[src/rtl/spiker_result_packer.sv]
// spiker_result_packer
//
// Gathers the spiker core's output spikes, which arrive as IN_WIDTH-bit chunks
// over a valid/ready handshake, into one DATA_WIDTH-bit result vector. When the
// frame is complete, it raises a one-cycle sample strobe for the downstream
// stage that loads the spikes_result register fields.
//
// Ports
//   clk_i        rising-edge clock
//   rst_i        synchronous, active-high reset (overrides all inputs)
//   start_i      one-cycle pulse: clear the result and begin a new frame
//   spk_valid_i  input beat valid
//   spk_ready_o  beat can be accepted (high only while filling)
//   spk_data_i   spike chunk; beat k lands in data_o[k*IN_WIDTH +: IN_WIDTH]
//   spk_last_i   final beat of the frame (early last -> len_err_o)
//   data_o       packed result vector; held until the next start or reset
//   sample_o     one-cycle strobe; data_o is complete in that cycle
//   busy_o       frame in progress (FILL or DONE)
//   len_err_o    sticky: the frame ended before N_BEATS beats
module spiker_result_packer #(
  parameter int WIDTH      = 32,
  parameter int N_REG      = 24,
  parameter int DATA_WIDTH = 768,
  parameter int IN_WIDTH   = 8
) (
  input  logic                  clk_i,
  input  logic                  rst_i,
  input  logic                  start_i,
  input  logic                  spk_valid_i,
  output logic                  spk_ready_o,
  input  logic [IN_WIDTH-1:0]   spk_data_i,
  input  logic                  spk_last_i,
  output logic [DATA_WIDTH-1:0] data_o,
  output logic                  sample_o,
  output logic                  busy_o,
  output logic                  len_err_o
);

  localparam int N_BEATS = DATA_WIDTH / IN_WIDTH;
  localparam int CNT_W   = $clog2(N_BEATS);
  localparam logic [CNT_W-1:0] LAST_BEAT = CNT_W'(N_BEATS - 1);

  if (DATA_WIDTH % IN_WIDTH != 0) begin : g_bad_in_width
    $error("spiker_result_packer: DATA_WIDTH must be a multiple of IN_WIDTH");
  end
  if (DATA_WIDTH != WIDTH * N_REG) begin : g_bad_data_width
    $error("spiker_result_packer: DATA_WIDTH must equal WIDTH*N_REG");
  end

  typedef enum logic [1:0] {
    IDLE,
    FILL,
    DONE
  } state_e;

  state_e                  state_q, state_d;
  logic [CNT_W-1:0]        cnt_q;
  logic [DATA_WIDTH-1:0]   data_q;
  logic                    len_err_q;
  logic                    beat_acc;
  logic                    frame_end;

  // Ready is high exactly in FILL, so a handshake is valid while in FILL.
  assign beat_acc  = spk_valid_i && (state_q == FILL);
  assign frame_end = (cnt_q == LAST_BEAT) || spk_last_i;

  // NOTE: every signal assigned in an always_comb gets a default first, so
  // paths that are not covered hold nothing and no latch is inferred.
  always_comb begin
    state_d = state_q;
    unique case (state_q)
      IDLE: if (start_i) state_d = FILL;
      FILL: begin
        if (start_i)                    state_d = FILL;
        else if (beat_acc && frame_end) state_d = DONE;
      end
      DONE:    state_d = start_i ? FILL : IDLE;
      default: state_d = IDLE;
    endcase
  end

  // NOTE: state is updated with non-blocking assignments so every flop
  // samples values from before the edge, regardless of process order.
  always_ff @(posedge clk_i) begin
    if (rst_i) state_q <= IDLE;
    else       state_q <= state_d;
  end

  // start_i has priority over a beat in the same cycle. This drops a beat that
  // collides with a restart, and it lets a start in DONE clear the result at the
  // edge that ends the sample cycle.
  always_ff @(posedge clk_i) begin
    if (rst_i) begin
      // NOTE: the result vector is reset on purpose, because downstream
      // sees data_o = 0 after reset. It is a register bank, not a memory macro.
      data_q    <= '0;
      cnt_q     <= '0;
      len_err_q <= 1'b0;
    end else if (start_i) begin
      data_q    <= '0;
      cnt_q     <= '0;
      len_err_q <= 1'b0;
    end else if (beat_acc) begin
      data_q[cnt_q*IN_WIDTH +: IN_WIDTH] <= spk_data_i;
      // FILL exits at LAST_BEAT, so the counter is never advanced past it.
      if (cnt_q != LAST_BEAT) cnt_q <= cnt_q + CNT_W'(1);
      if (spk_last_i && (cnt_q != LAST_BEAT)) len_err_q <= 1'b1;
    end
  end

  // All outputs are decoded from registered state, so there is no
  // combinational path from the inputs.
  assign spk_ready_o = (state_q == FILL);
  assign sample_o    = (state_q == DONE);
  assign busy_o      = (state_q != IDLE);
  assign data_o      = data_q;
  assign len_err_o   = len_err_q;

endmodule

[config.mk]
export PLATFORM = sky130hd
export DESIGN_NAME = spiker_result_packer
export DESIGN_NICKNAME = d
export VERILOG_FILES = /design/src/rtl/spiker_result_packer.sv
export SDC_FILE = /design/constraint.sdc
export NUM_CORES = 2
export LEC_CHECK = 0
export ABC_AREA = 0
export BUFFER_PORTS_ARGS = -buffer_cell sky130_fd_sc_hd__buf_2
export CORE_AREA = 5 5 299 301
export DETAILED_ROUTE_END_ITERATION = 10
export DIE_AREA = 0 0 304 306
export SYNTH_ARGS = -nofsm -noshare
export SYNTH_HDL_FRONTEND = slang
export SYNTH_SLANG_ARGS = --single-unit
[constraint.sdc]
create_clock -name clk_i -period 3.6 [get_ports clk_i]
set_input_delay 0.18 -clock clk_i [delete_from_list [all_inputs] [get_ports clk_i]]
set_output_delay 0.18 -clock clk_i [all_outputs]
set_load 0.005 [all_outputs]
## After elaboration in Yosys (flattened, before gate mapping)

Cells that the tools add are included.

| word-level totals | value |
|---|---|
| bits in latches | 0 |
| flip-flop bits (word level) | 778 |
| bits of input ports | 13 |
| memories | 0 |
| ROM bits | 0 |
| word-level logic and storage cells | 30 |
| output and inout bits | 772 |
| RAM bits | 0 |

| cells by class | value |
|---|---|
| $mul | 0 |
| shifts and indexed selects | 2 |
| $lt $le $gt $ge | 0 |
| bitwise gates (word level) | 0 |
| equal/unequal tests | 6 |
| reductions and logical operators | 10 |
| div/mod/pow operators | 0 |
| mux-type cells | 6 |
| add/subtract/negate cells | 2 |

Operators with widths:

| kind | number |
|---|---|
| 768-bit bitwise mux | 1 |
| 8-bit by 34-bit variable shift with 768-bit output, first input constant | 1 |
| 8-bit by 34-bit variable part select with 768-bit output | 1 |
| 10-bit negator with 34-bit output | 1 |
| 7-bit by 1-bit adder with 7-bit output, second input constant | 1 |
| 7-bit equality test, second input constant | 1 |
| 7-bit != test, second input constant | 1 |
| 2-bit two-way mux | 3 |
| 2-bit one-hot mux with 3 select lines | 1 |
| 2-bit AND reduction | 3 |
| 1-bit logical AND | 3 |
| 3-bit by 2-bit != test with 1-bit output, second input constant | 1 |
| 2-bit by 1-bit equality test with 1-bit output, second input constant | 1 |
| 2-bit equality test, second input constant | 1 |
| 2-bit zero test | 1 |
| 2-bit != test, second input constant | 1 |
| 2-bit nonzero test | 1 |
| 2-bit OR reduction | 1 |
| 1-bit logical OR | 1 |
| 1-bit two-way mux | 1 |

## Longest topological paths before layout

| logic depth | value |
|---|---|
| depth after elaboration | 6 |
| mapped depth | 15 |
| gate-level depth less buffers | 10 |

## Least setup slack after synthesis

Ideal clock, no wire load.

| path | value |
|---|---|
| kind | reg2reg |
| start point | register cnt_q[0] |
| end point | register data_q[405], in the netlist data_o[405] |
| stages on the path, launching flop included | 15 |
| setup slack | 150 ps |
| data required time | 3526 ps |
| path buffers | 4 |
| arrival | 3376 ps |
| cells stage by stage | dfxtp_1 > buf_2 > inv_1 > ha_1 > buf_2 > or3b_2 > clkbuf_1 > nor3_1 > ha_1 > nand4b_1 > nor2_1 > clkbuf_1 > o211ai_1 > nor2_2 > mux2i_1 |

| on the way | value |
|---|---|
| cells in the longest elaborated chain, start to end | 3 |
| elaborated cells between the ends (all ways) | 4 |
| those cells by class | 1 x add/sub; 2 x shift; 1 x mux |

RTL lines:

| element | line | text |
|---|---|---|
| start, declared | 57 | `logic [CNT_W-1:0] cnt_q;` |
| start signal, assigned | 106 | `if (cnt_q != LAST_BEAT) cnt_q <= cnt_q + CNT_W'(1);` |
| 10-bit negator with 34-bit output (*) | 104 | `data_q[cnt_q*IN_WIDTH +: IN_WIDTH] <= spk_data_i;` |
| 8-bit by 34-bit variable part select with 768-bit output / 8-bit by 34-bit variable shift with 768-bit output (equally long branches) | 104 |  |
| 768-bit bitwise mux (*) | 104 |  |
| end signal, assigned by index | 104 |  |
| end, declared | 58 | `logic [DATA_WIDTH-1:0] data_q;` |

Every way passes the cells marked *; elsewhere a longest branch is shown, timed or not.
A chain may end at the register's enable or synchronous reset.

## Worst setup path after layout

| path | value |
|---|---|
| start point | register cnt_q[0] |
| end point | register data_q[215], in the netlist data_o[215] |

Same word-level chain as after synthesis.

==> flow_summary.toml <==
[setup_path]
critical_path_arrival_ps = 4080
crit_fanout = 37
ff2ff_setup_slack_ps = 80
critical-path-top-delay-family = "simple AND/OR/NAND/NOR gates"
critPathMaxStageDelay_ps = 540
r2r_cells = 11
rr_startpoint = "cnt_q[0]"
path_cells = "inv_1 -> ha_1 -> or3b_2 -> nor3_1 -> ha_1 -> nand4b_1 -> nor2_1 -> nand4_1 -> buf_4 -> nor2_2 -> mux2i_1"
startpoint_type = "register"
path_common_cell = "ha_1"
worstSetupPathType = "register to register"
critical_path.slowest_cell = "nor2_2"
crit_path_end_kind = "register"
worstReg2RegEnd = "data_o[215]"
crit_required_ps = 4150
cp_num_buf_inv = 2

[detailed_routing]
totalWireLength_um = 122000
via_per_inst = 5.064
vias = 24740
first_iter_violations = 1896
firstDrtPassIters = 5
drc = 0
wl_per_cell_um = 24.97
drtAntennaViolNets = 0

[clock_tree]
clockRootBuffer = "clkbuf_16"
cts-buffers-inserted = 85
cts_buffer_depth = 3
cts_tree = "yes"
clk_latency_ps = 640
clk_pin_slew_ps = 60
cts.sinks = 778
htree_levels = 3

[power_and_ir_drop]
max-vdd-ir-drop_uv = 325.7
power_density_mw_per_mm2 = 475.9
p_leak_nw = 16.48

[hold_path]
hold_end = "data_o[2]"
holdPathStages = 3
hold_path_class = "input port to register"
hp-start = "spk_data_i[2]"

[timing]
setup_viol_count_final = 0
clock_skew_ps = 18.80
maxSlewHeadroom = 0.1634
finalSetupTns_ps = 0
min_period_over_period = 0.9790
rsz0062_at_grt = "no"
max_freq_ghz = 0.2837
hold_viol_final = 0
period_needed_ps = 3524
worst_slack_ps = 75.58
worst_pin_slew_ps = 1254
slew_violations = 0

[die]
num_rows = 108
ios = 785
initial_core_util = 0.3330
die_x_um = 304
die_height_um = 306
fp.dieArea_mm2 = 0.09302
coreArea_mm2 = 0.08635

[synth]
yosysWarnings = 0
synth_top_cell_by_area = "dfxtp_1"
synth_edf_count = 0
synth-seq-cells = 778
synth_area_leaders = "dfxtp_1 (54%), mux2i_1 (19%), nand2_1 (7.6%)"
avgSynthCellArea_um2 = 9.889
postSynth.asyncResetShare = 0
synth_flop_cell = "dfxtp_1"
yosysSeqAreaShare = 0.5416
synth_cell_types = 61
synth_nets = 2924
netlist_area_mm2 = 0.02876
synth_top_area_share = 0.5416
synth_cells = 2908

[layout]
n_fill_cell = 8500
fin_util = 0.4299
layout.cells.most_common = "buf_2"
fin_cells = 4886
fin_nets = 3685
multi_input_area_mm2 = 0.01236
regArea_mm2 = 0.01557
layout_common_cells = "buf_2 (784), dfxtp_1 (778), nand2_1 (574)"
drive_gt1_frac = 0.3132
area_growth_pct = 29.07

[placed_design]
port_buffers = 784
place_ws_ps = 71.17
routabilityCongestion = 0.9059
place_inst = 4731
place_hpwl_um = 86820

[status]
outcome = "completed"

[grt]
grt-ovfl-total = 0
grt_pass1_vias = 24260
grt_pass1_wl_um = 175200
antenna_found_initial = 3
grt_usage = 0.2491
grt_max_degree = 204

[job]
drv_cap = 0
## worst max-delay path by stage
stage | from | endpoint | slack (ps) | cells past startpoint
final | cnt_q[0] | data_o[215] | 80 | 11
after global routing | cnt_q[0] | data_o[215] | 0.6 | 11
after CTS | cnt_q[0] | data_o[754] | 50 | 10
after detailed placement | cnt_q[0] | data_o[752] | 70 | 10
after global placement | cnt_q[0] | data_o[754] | -1 | 10
after floorplan | cnt_q[0] | data_o[405] | 150 | 14
## repair_timing
action                                 in CTS  in global routing
setup buffers                               0                  1
hold buffers                                5                  0
endpoints found under the hold margin       9                  0
setup endpoints to repair                   0                 34
resized for setup                           0                  5
## kinds of logic (layout without fill, tap and decap cells)
logic type,count (synthesis),after routing,share of synthesized area
buffers and inverters,244,1065,0.03342
DFF,778,778,0.5416
adders and majority gates,3,3,0.001305
AOI/OAI and AO/OA,354,354,0.07819
xor gates and xnor gates,8,8,0.002437
and+or+nand+nor,988,988,0.1575
muxes,533,533,0.1855
other,0,2,0
## power breakdown
group	switching [mW]	internal, mW
clock	3.75	4.93
combinational	0.310	0.0618
sequential	0.00412	8.61
## registers in the layout, indices dropped and copies added (netlist names)
signal	count
cnt_q	7
len_err_o	1
state_q	2
data_o	768
## worst register-to-register path, cell delays in order, from the launching register on
cell and delay, ps:
dfxtp_1 320, inv_1 110, ha_1 180, or3b_2 530, nor3_1 190, ha_1 180, nand4b_1 290, nor2_1 380
nand4_1 130, buf_4 310, nor2_2 560, mux2i_1 260
## cell type report
type / count / share of cell area
Clock buffer: 114 / 0.06375
Multi-Input combinational cell: 1886 / 0.3331
Inverter: 10 / 0.001011
Sequential cell: 778 / 0.4196
Clock inverter: 33 / 0.009675
Timing Repair Buffer: 908 / 0.1338
Antenna cell: 2 / 0.0001348
Tap cell: 1155 / 0.03893
## per-layer routing
metal / track usage / part of all wire / vias to the layer above / wire length, um
met2: 0.4167 / 0.47 / 914 / 57580
li1: - / - / 11600 / -
met4: 0.09462 / 0.040 / 2 / 4937
met1: 0.3071 / 0.41 / 12000 / 50500
met3: 0.06986 / 0.074 / 227 / 8981
met5: 0 / 0.00011 / - / 13
## cells in the mapped netlist, types with 5 or more instances
cell and n:
nand2_1 580, nor3_1 14, nand2_2 6, or2_1 5
nor4_1 38, o21ai_0 183, a31o_2 36, buf_1 10
o2111ai_1 16, nor2_2 27, a21oi_1 23, o21ai_1 9
inv_1 10, or3_1 8, dfxtp_1 778, clkbuf_1 192
nand4_1 16, mux2i_1 533, o31ai_1 14, buf_2 30
nor2_4 11, nor2b_1 6, nand2b_1 6, nand3_1 183
or2_2 13, o211ai_1 55, xnor2_1 7, nor2_1 44
## stage by stage
step	hold WS [ps]	total power [mW]	instance area (um2)
6_report	30.99	17.66	37120
3_5_place_dp	412.7	9.174	34310
2_1_floorplan	258.5	9.011	28760
4_1_cts	1.518	17.81	37080
5_1_grt	30.15	18.22	37110
3_3_place_gp	410.0	9.177	34310
Power figures use the tool's default switching activity.
